[src/rtl/des_host_sequencer.sv]
// Host-side sequencer for the DES core: accepts one block over valid/ready, runs the level
// start/done handshake with the core, and returns the result (or a watchdog error) over valid/ready.
module des_host_sequencer #(
  parameter int unsigned TIMEOUT_CYCLES = 64
) (
  input  logic        clk,
  input  logic        rst,
  input  logic        in_valid,
  output logic        in_ready,
  input  logic        in_decrypt,
  input  logic [63:0] in_key,
  input  logic [63:0] in_data,
  output logic        out_valid,
  input  logic        out_ready,
  output logic [63:0] out_data,
  output logic        out_decrypt,
  output logic        out_error,
  output logic        busy,
  output logic        core_start_encrypt,
  output logic        core_start_decrypt,
  output logic [63:0] core_key,
  output logic [63:0] core_text,
  input  logic        core_done_encrypt,
  input  logic        core_done_decrypt,
  input  logic [63:0] core_output_text
);

  localparam int unsigned CntW = $clog2(TIMEOUT_CYCLES);
  localparam logic [CntW-1:0] CntLast = CntW'(TIMEOUT_CYCLES - 1);

  typedef enum logic [1:0] {StIdle, StIssue, StRelease, StOut} state_e;

  state_e          state_q, state_d;
  logic [CntW-1:0] cnt_q, cnt_d;
  logic            mode_q, mode_d;
  logic            err_q, err_d;
  logic [63:0]     key_q, key_d;
  logic [63:0]     text_q, text_d;
  logic [63:0]     res_q, res_d;

  logic done_sel;
  logic timeout;

  // Only the done that matches the requested direction is meaningful.
  assign done_sel = mode_q ? core_done_decrypt : core_done_encrypt;
  assign timeout  = (cnt_q == CntLast);

  always_comb begin
    state_d = state_q;
    cnt_d   = cnt_q;
    mode_d  = mode_q;
    err_d   = err_q;
    key_d   = key_q;
    text_d  = text_q;
    res_d   = res_q;
    unique case (state_q)
      StIdle: begin
        if (in_valid) begin
          key_d   = in_key;
          text_d  = in_data;
          mode_d  = in_decrypt;
          err_d   = 1'b0;
          cnt_d   = '0;
          state_d = StIssue;
        end
      end
      StIssue: begin
        if (done_sel) begin
          res_d   = core_output_text;
          cnt_d   = '0;
          state_d = StRelease;
        end else if (timeout) begin
          res_d   = '0;
          err_d   = 1'b1;
          state_d = StOut;
        end else begin
          cnt_d = cnt_q + CntW'(1);
        end
      end
      StRelease: begin
        // done falling confirms the core is back in its idle state
        if (!done_sel) begin
          state_d = StOut;
        end else if (timeout) begin
          res_d   = '0;
          err_d   = 1'b1;
          state_d = StOut;
        end else begin
          cnt_d = cnt_q + CntW'(1);
        end
      end
      StOut: begin
        if (out_ready) state_d = StIdle;
      end
      default: state_d = StIdle;
    endcase
  end

  always_ff @(posedge clk) begin
    if (rst) begin
      state_q <= StIdle;
      cnt_q   <= '0;
      mode_q  <= 1'b0;
      err_q   <= 1'b0;
      key_q   <= '0;
      text_q  <= '0;
      res_q   <= '0;
    end else begin
      state_q <= state_d;
      cnt_q   <= cnt_d;
      mode_q  <= mode_d;
      err_q   <= err_d;
      key_q   <= key_d;
      text_q  <= text_d;
      res_q   <= res_d;
    end
  end

  assign in_ready           = (state_q == StIdle);
  assign busy               = (state_q != StIdle);
  assign out_valid          = (state_q == StOut);
  assign core_start_encrypt = (state_q == StIssue) && !mode_q;
  assign core_start_decrypt = (state_q == StIssue) && mode_q;
  assign core_key           = key_q;
  assign core_text          = text_q;
  assign out_data           = res_q;
  assign out_decrypt        = mode_q;
  assign out_error          = err_q;

endmodule

[config.mk]
export PLATFORM = sky130hd
export DESIGN_NAME = des_host_sequencer
export DESIGN_NICKNAME = d
export VERILOG_FILES = /design/src/rtl/des_host_sequencer.sv
export SDC_FILE = /design/constraint.sdc
export NUM_CORES = 1
export LEC_CHECK = 0
export CAP_MARGIN = 25
export CORE_MARGIN = 5
export CORE_UTILIZATION = 34
export CTS_CLUSTER_DIAMETER = 80
export DETAILED_ROUTE_END_ITERATION = 8
export GPL_TIMING_DRIVEN = 0
export PLACE_DENSITY = 0.76
export SYNTH_ARGS = -nofsm -noshare
export SYNTH_HDL_FRONTEND = slang
export SYNTH_SLANG_ARGS = --single-unit
[constraint.sdc]
create_clock -name clk -period 2 [get_ports clk]
set_input_delay 0.4 -clock clk [delete_from_list [all_inputs] [get_ports clk]]
set_output_delay 0.4 -clock clk [all_outputs]
set_load 0.02 [all_outputs]
; Word-level counts from Yosys, hierarchy flattened
; Index checks and enable logic that the tools add are counted.
[word_totals]
word_cells = 49
output_inout_bits = 199
inputBits = 199
regBits = 202
[classes]
reduce_logical = 12
n_addsub = 1
eq_ne = 8
muxes = 21
[ops]
columns = op, count
row1 = 2-to-1 mux 64 bit, 3
row2 = one-hot mux 64 bit (2 select lines), 1
row3 = 2-to-1 mux 6 bit, 4
row4 = one-hot mux 6 bit (3 select lines), 1
row5 = 2-to-1 mux 2 bit, 5
row6 = one-hot mux 2 bit (4 select lines), 1
row7 = "adder 6 x 1 -> 6 bit, second input constant", 1
row8 = "== test 6 bit, second input constant", 1
row9 = "!= test 2 bit, second input constant", 3
row10 = AND reduction 2 bit, 3
row11 = 2-to-1 mux 1 bit, 5
row12 = "== test 2 bit, second input constant", 2
row13 = AND reduction 4 bit, 1
row14 = nonzero test 2 bit, 2
row15 = one-hot mux 1 bit (3 select lines), 1
row16 = AND reduction 3 bit, 1
row17 = nonzero test 3 bit, 1
row18 = "== test 2 x 1 -> 1 bit, second input constant", 1
row19 = logical AND 1 bit, 2
row20 = zero test 2 bit, 1
row21 = "!= test 2 x 1 -> 1 bit, second input constant", 1
row22 = zero test 1 bit, 1

; Logic depth before layout (Yosys ltp)
; Gate-level depths: netlist (run 1).
[depth]
ltp_word = 4
mapped_depth = 8

; Least setup slack after synthesis (run 1)
; OpenSTA, ideal clock, no wires.
[synth_timing]
kind = flip-flop to flip-flop
from = register state_q[0]
to = register res_q[10] (netlist: out_data[10])
setup_time_ns = 0.117
t_arrival_ns = 1.828
path_slack_ns = 0.055
stages_incl_launch_ff = 9
required_time_ns = 1.883
cell_sequence = dfxtp_1 -> inv_1 -> ha_1 -> clkbuf_1 -> inv_1 -> nor4_2 -> a311oi_4 -> buf_6 -> a22o_1
[synth_via]
elab_chain_len = 3
word_cells_on_any_way = 6
cone_classes = eq/ne: 3 / mux: 1 / reduce/logical: 2
[synth_lines]
columns = item, line
row1 = start: declaration, 33  ; state_e state_q, state_d;
row2 = start signal: assignment, 101  ; state_q <= StIdle;
row3 = start signal: assignment, 109  ; state_q <= state_d;
row4 = == test 2 bit or == test 2 x 1 -> 1 bit (tied branches), 56  ; unique case (state_q)
row5 = != test 2 bit (no source line) or nonzero test 2 bit (tied branches), --
row6 = AND reduction 2 bit (no source line), --
row7 = end signal: assignment, 115  ; res_q <= res_d;
row8 = end: declaration, 39  ; logic [63:0] res_q, res_d;
; Parallel ways exist; a longest one is shown, timed or not.
; A chain may end at the register's enable or synchronous reset.

; Worst setup path after layout (run 1)
[layout_timing]
from = register state_q[0]
to = register res_q[29] (netlist: out_data[29])
; Same word-level chain as after synthesis.

==> results of run 1 <==
final timing paths:
kind,cells past startpoint,end,start
setup / recovery,8,out_data[29],state_q[0]
hold / removal,3,core_key[27],in_key[27]
setup reg to reg,8,out_data[29],state_q[0]
hold reg to reg,2,core_key[47],core_key[47]
per-layer routing:
| layer | wire length [um] | global-route usage (%) | vias to the layer above |
|---|---|---|---|
| met5 | 0 | 0 | - |
| li1 | - | - | 3496 |
| met1 | 9784 | 22.46 | 3244 |
| met3 | 2604 | 7.747 | 43 |
| met2 | 12800 | 37.24 | 302 |
| met4 | 857 | 6.308 | 0 |
cells in the final DEF, fill, tap and decap left out, drive strengths merged, types with 2 or more instances in the layout:
cell and instances:
clkdlybuf4s50 390, nand2 265, dfxtp 202, a21oi 132, clkbuf 75, a22o 64, buf 26, a211oi 8
inv 6, clkinv 6, o21ai 6, ha 5, nor2 4, nor2b 4, and2 3, nand4 3
nand3 2, nand4b 2, o311ai 2, a41oi 2, dlygate4sd2 2
cell families (layout without fill, tap and decap cells):
logic type	Yosys count	after routing	synth area share [%]
mux	2	2	0.4835
buf+inv	65	506	4.208
simple gates	288	288	16.33
compound gates	219	219	20.20
fa+ha+maj	5	5	0.8954
flops	202	202	57.88
power by group through the flow:
stage | Clock (mW) | Combinational [mW] | Sequential [mW]
after floorplan | 0 | 0.919 | 5.14
after global placement | 0 | 2.87 | 4.68
after detailed placement | 0 | 2.89 | 4.70
after CTS | 4.05 | 2.94 | 4.62
after global routing | 4.20 | 3.16 | 4.66
final | 3.94 | 2.94 | 4.61
sequential cells by signal (all words and copies together) (netlist names):
| register | cells |
|---|---|
| core_text | 64 |
| out_error | 1 |
| core_key | 64 |
| out_decrypt | 1 |
| cnt_q | 6 |
| state_q | 2 |
| out_data | 64 |
critical path: stages, from the launching register on:
cell	delay, ps
dfxtp_2	340
inv_1	80
ha_2	300
inv_1	140
nor4_4	330
a311oi_4	60
buf_4	190
buf_6	150
a22o_1	250
through the flow:
| step | hold WS [ps] | cells | TNS (ps) |
|---|---|---|---|
| global placement | 440.2 | 1447 | -84980 |
| global route | 434.5 | 1492 | -2267 |
| finish | 443.5 | 1492 | 0 |
| detailed placement | 445.7 | 1447 | -84610 |
| floorplan | 513.4 | 781 | 0 |
| CTS | 417.6 | 1491 | 0 |
what timing repair did:
item,4_1_cts,5_1_grt
buffers inserted,7,2
resized for setup,33,40
pin swaps,1,1
endpoints found under the setup margin,180,172
final cells by class:
cell class	instances	area [um2]	area share [%]
Clock inverter	7	63.81	0.5271
Timing Repair Buffer	405	4026	33.26
Tap cell	270	337.8	2.790
Sequential cell	202	4048	33.43
Buffer	57	304.0	2.511
Inverter	6	22.52	0.1860
Clock buffer	31	635.6	5.250
Multi-Input combinational cell	514	2669	22.04
==> flow_metrics.py, run 1 <==
metrics = {
    "cells_and_area": {
        "final_nets": 1412,
        "fillCellCount": 1766,
        "area_growth_pct": 73.28,
        "drive_above_1_share_pct": 7.692,
        "final_area_um2": 12110,
        "final_util_pct": 59.83,
        "antennaDiodeCount": 0,
    },
    "power": {
        "swShare_pct": 29.15,
        "p_leak_nw": 4.562,
        "power_density_nw_per_um2": 949.4,
        "irDropWorstVdd_mv": 0.5876,
        "comb_power_share_pct": 25.6,
        "intPower_mw": 8.143,
        "power_frac_seq_pct": 40.1,
        "p_clk_share_pct": 34.3,
        "power.total_mw": 11.49,
        "p_sw_mw": 3.350,
    },
    "synth": {
        "seq_area_frac_synth_pct": 57.88,
        "yosys_register_bits": 202,
        "synth_ff_type": "dfxtp_1",
        "syn_nets": 985,
        "yosysWarnings": 0,
        "synth_top_cell_area_share_pct": 57.88,
        "syn-instance-count": 781,
        "yosys-top-cells-count": "265 x nand2_1, 202 x dfxtp_1, 132 x a21oi_1, 64 x a22o_1, 45 x clkbuf_1",
        "synth_edf_count": 0,
        "ys_types": 35,
        "avgSynthCellArea_um2": 8.946,
        "yosysMostFrequentCell": "nand2_1",
        "syn_area_um2": 6987,
        "async_flop_share_pct": 0,
        "yosys-top-cells-area": "dfxtp_1 58%, nand2_1 14%, a21oi_1 9.5%",
        "synth_top_cell_by_area": "dfxtp_1",
    },
    "clock_network": {
        "postCtsHoldBufs": 0,
        "cts.clk_slew.worst_paths_ps": 70,
        "cts-htree-levels": 1,
        "clk_latency_ps": 500,
        "cts_root_buffer": "clkbuf_16",
        "cts_sinks": 202,
        "numCtsBuffers": 22,
        "cts_tree": "built",
        "max-clock-path-buffers": 3,
    },
    "global_route": {
        "grtUsageTotal_pct": 20.63,
        "antenna_found_initial": 0,
        "grt_pass1_vias": 7077,
        "grt_max_degree": 14,
        "grt_overflow_total": 0,
        "grt_pass1_wl_um": 39200,
    },
    "worst_hold_path": {
        "hp-class": "in2reg",
    },
    "drt": {
        "vias": 7085,
        "final_antenna_net_count": 0,
        "viasPerCell": 4.749,
        "firstDrtPassIters": 4,
        "drcViolationCount": 0,
        "routed_wl_um": 26050,
        "avgRoutedWirePerCell_um": 17.46,
        "drtIter0Drc": 309,
    },
    "sta": {
        "tightestPinTransition_ps": 743.5,
        "fmax_mhz": 507.6,
        "worst_slack_ps": 30.10,
        "hold_violations": 0,
        "fin_crit_ps": 1970,
        "setup_violations": 0,
        "fin_skew_ps": 12.48,
        "drv_slew": 0,
        "relSlewSlack_pct": 50.43,
        "rsz0062_at_grt": "true",
        "post-route-period-util_pct": 98.49,
    },
    "floorplan": {
        "start_util_pct": 34.53,
        "rows": 52,
        "io_pins": 398,
        "core_um2": 20230,
        "fp.dieArea_um2": 23520,
        "fp.dieH_um": 153.4,
        "die_x_um": 153.4,
    },
    "placement": {
        "dp_hpwl_um": 19600,
        "pre_cts_ws_ps": -755.8,
        "placed_cell_area_um2": 11290,
        "portBuffers": 396,
        "gp_congestion": 0.8595,
    },
    "worst_setup_path": {
        "path_class": "reg2reg",
        "endpoint_kind": "register",
        "crit_fanout": 10,
        "crit_path_start_kind": "register",
        "worstPathArrival_ps": 2350,
        "worstPathRequired_ps": 2380,
        "ff2ff_setup_slack_ps": 30,
    },
    "run_status": {
        "status": "completed",
    },
    "job": {
        "cap_violations": 0,
    },
}
Note: power is estimated with default switching activity, not from simulation.
==> run 2: changes to the inputs <==
Settings changed: SLEW_MARGIN set to 5.
==> results of run 2 <==
Same layout as run 1: the final DEF is identical, and so are final timing and power.
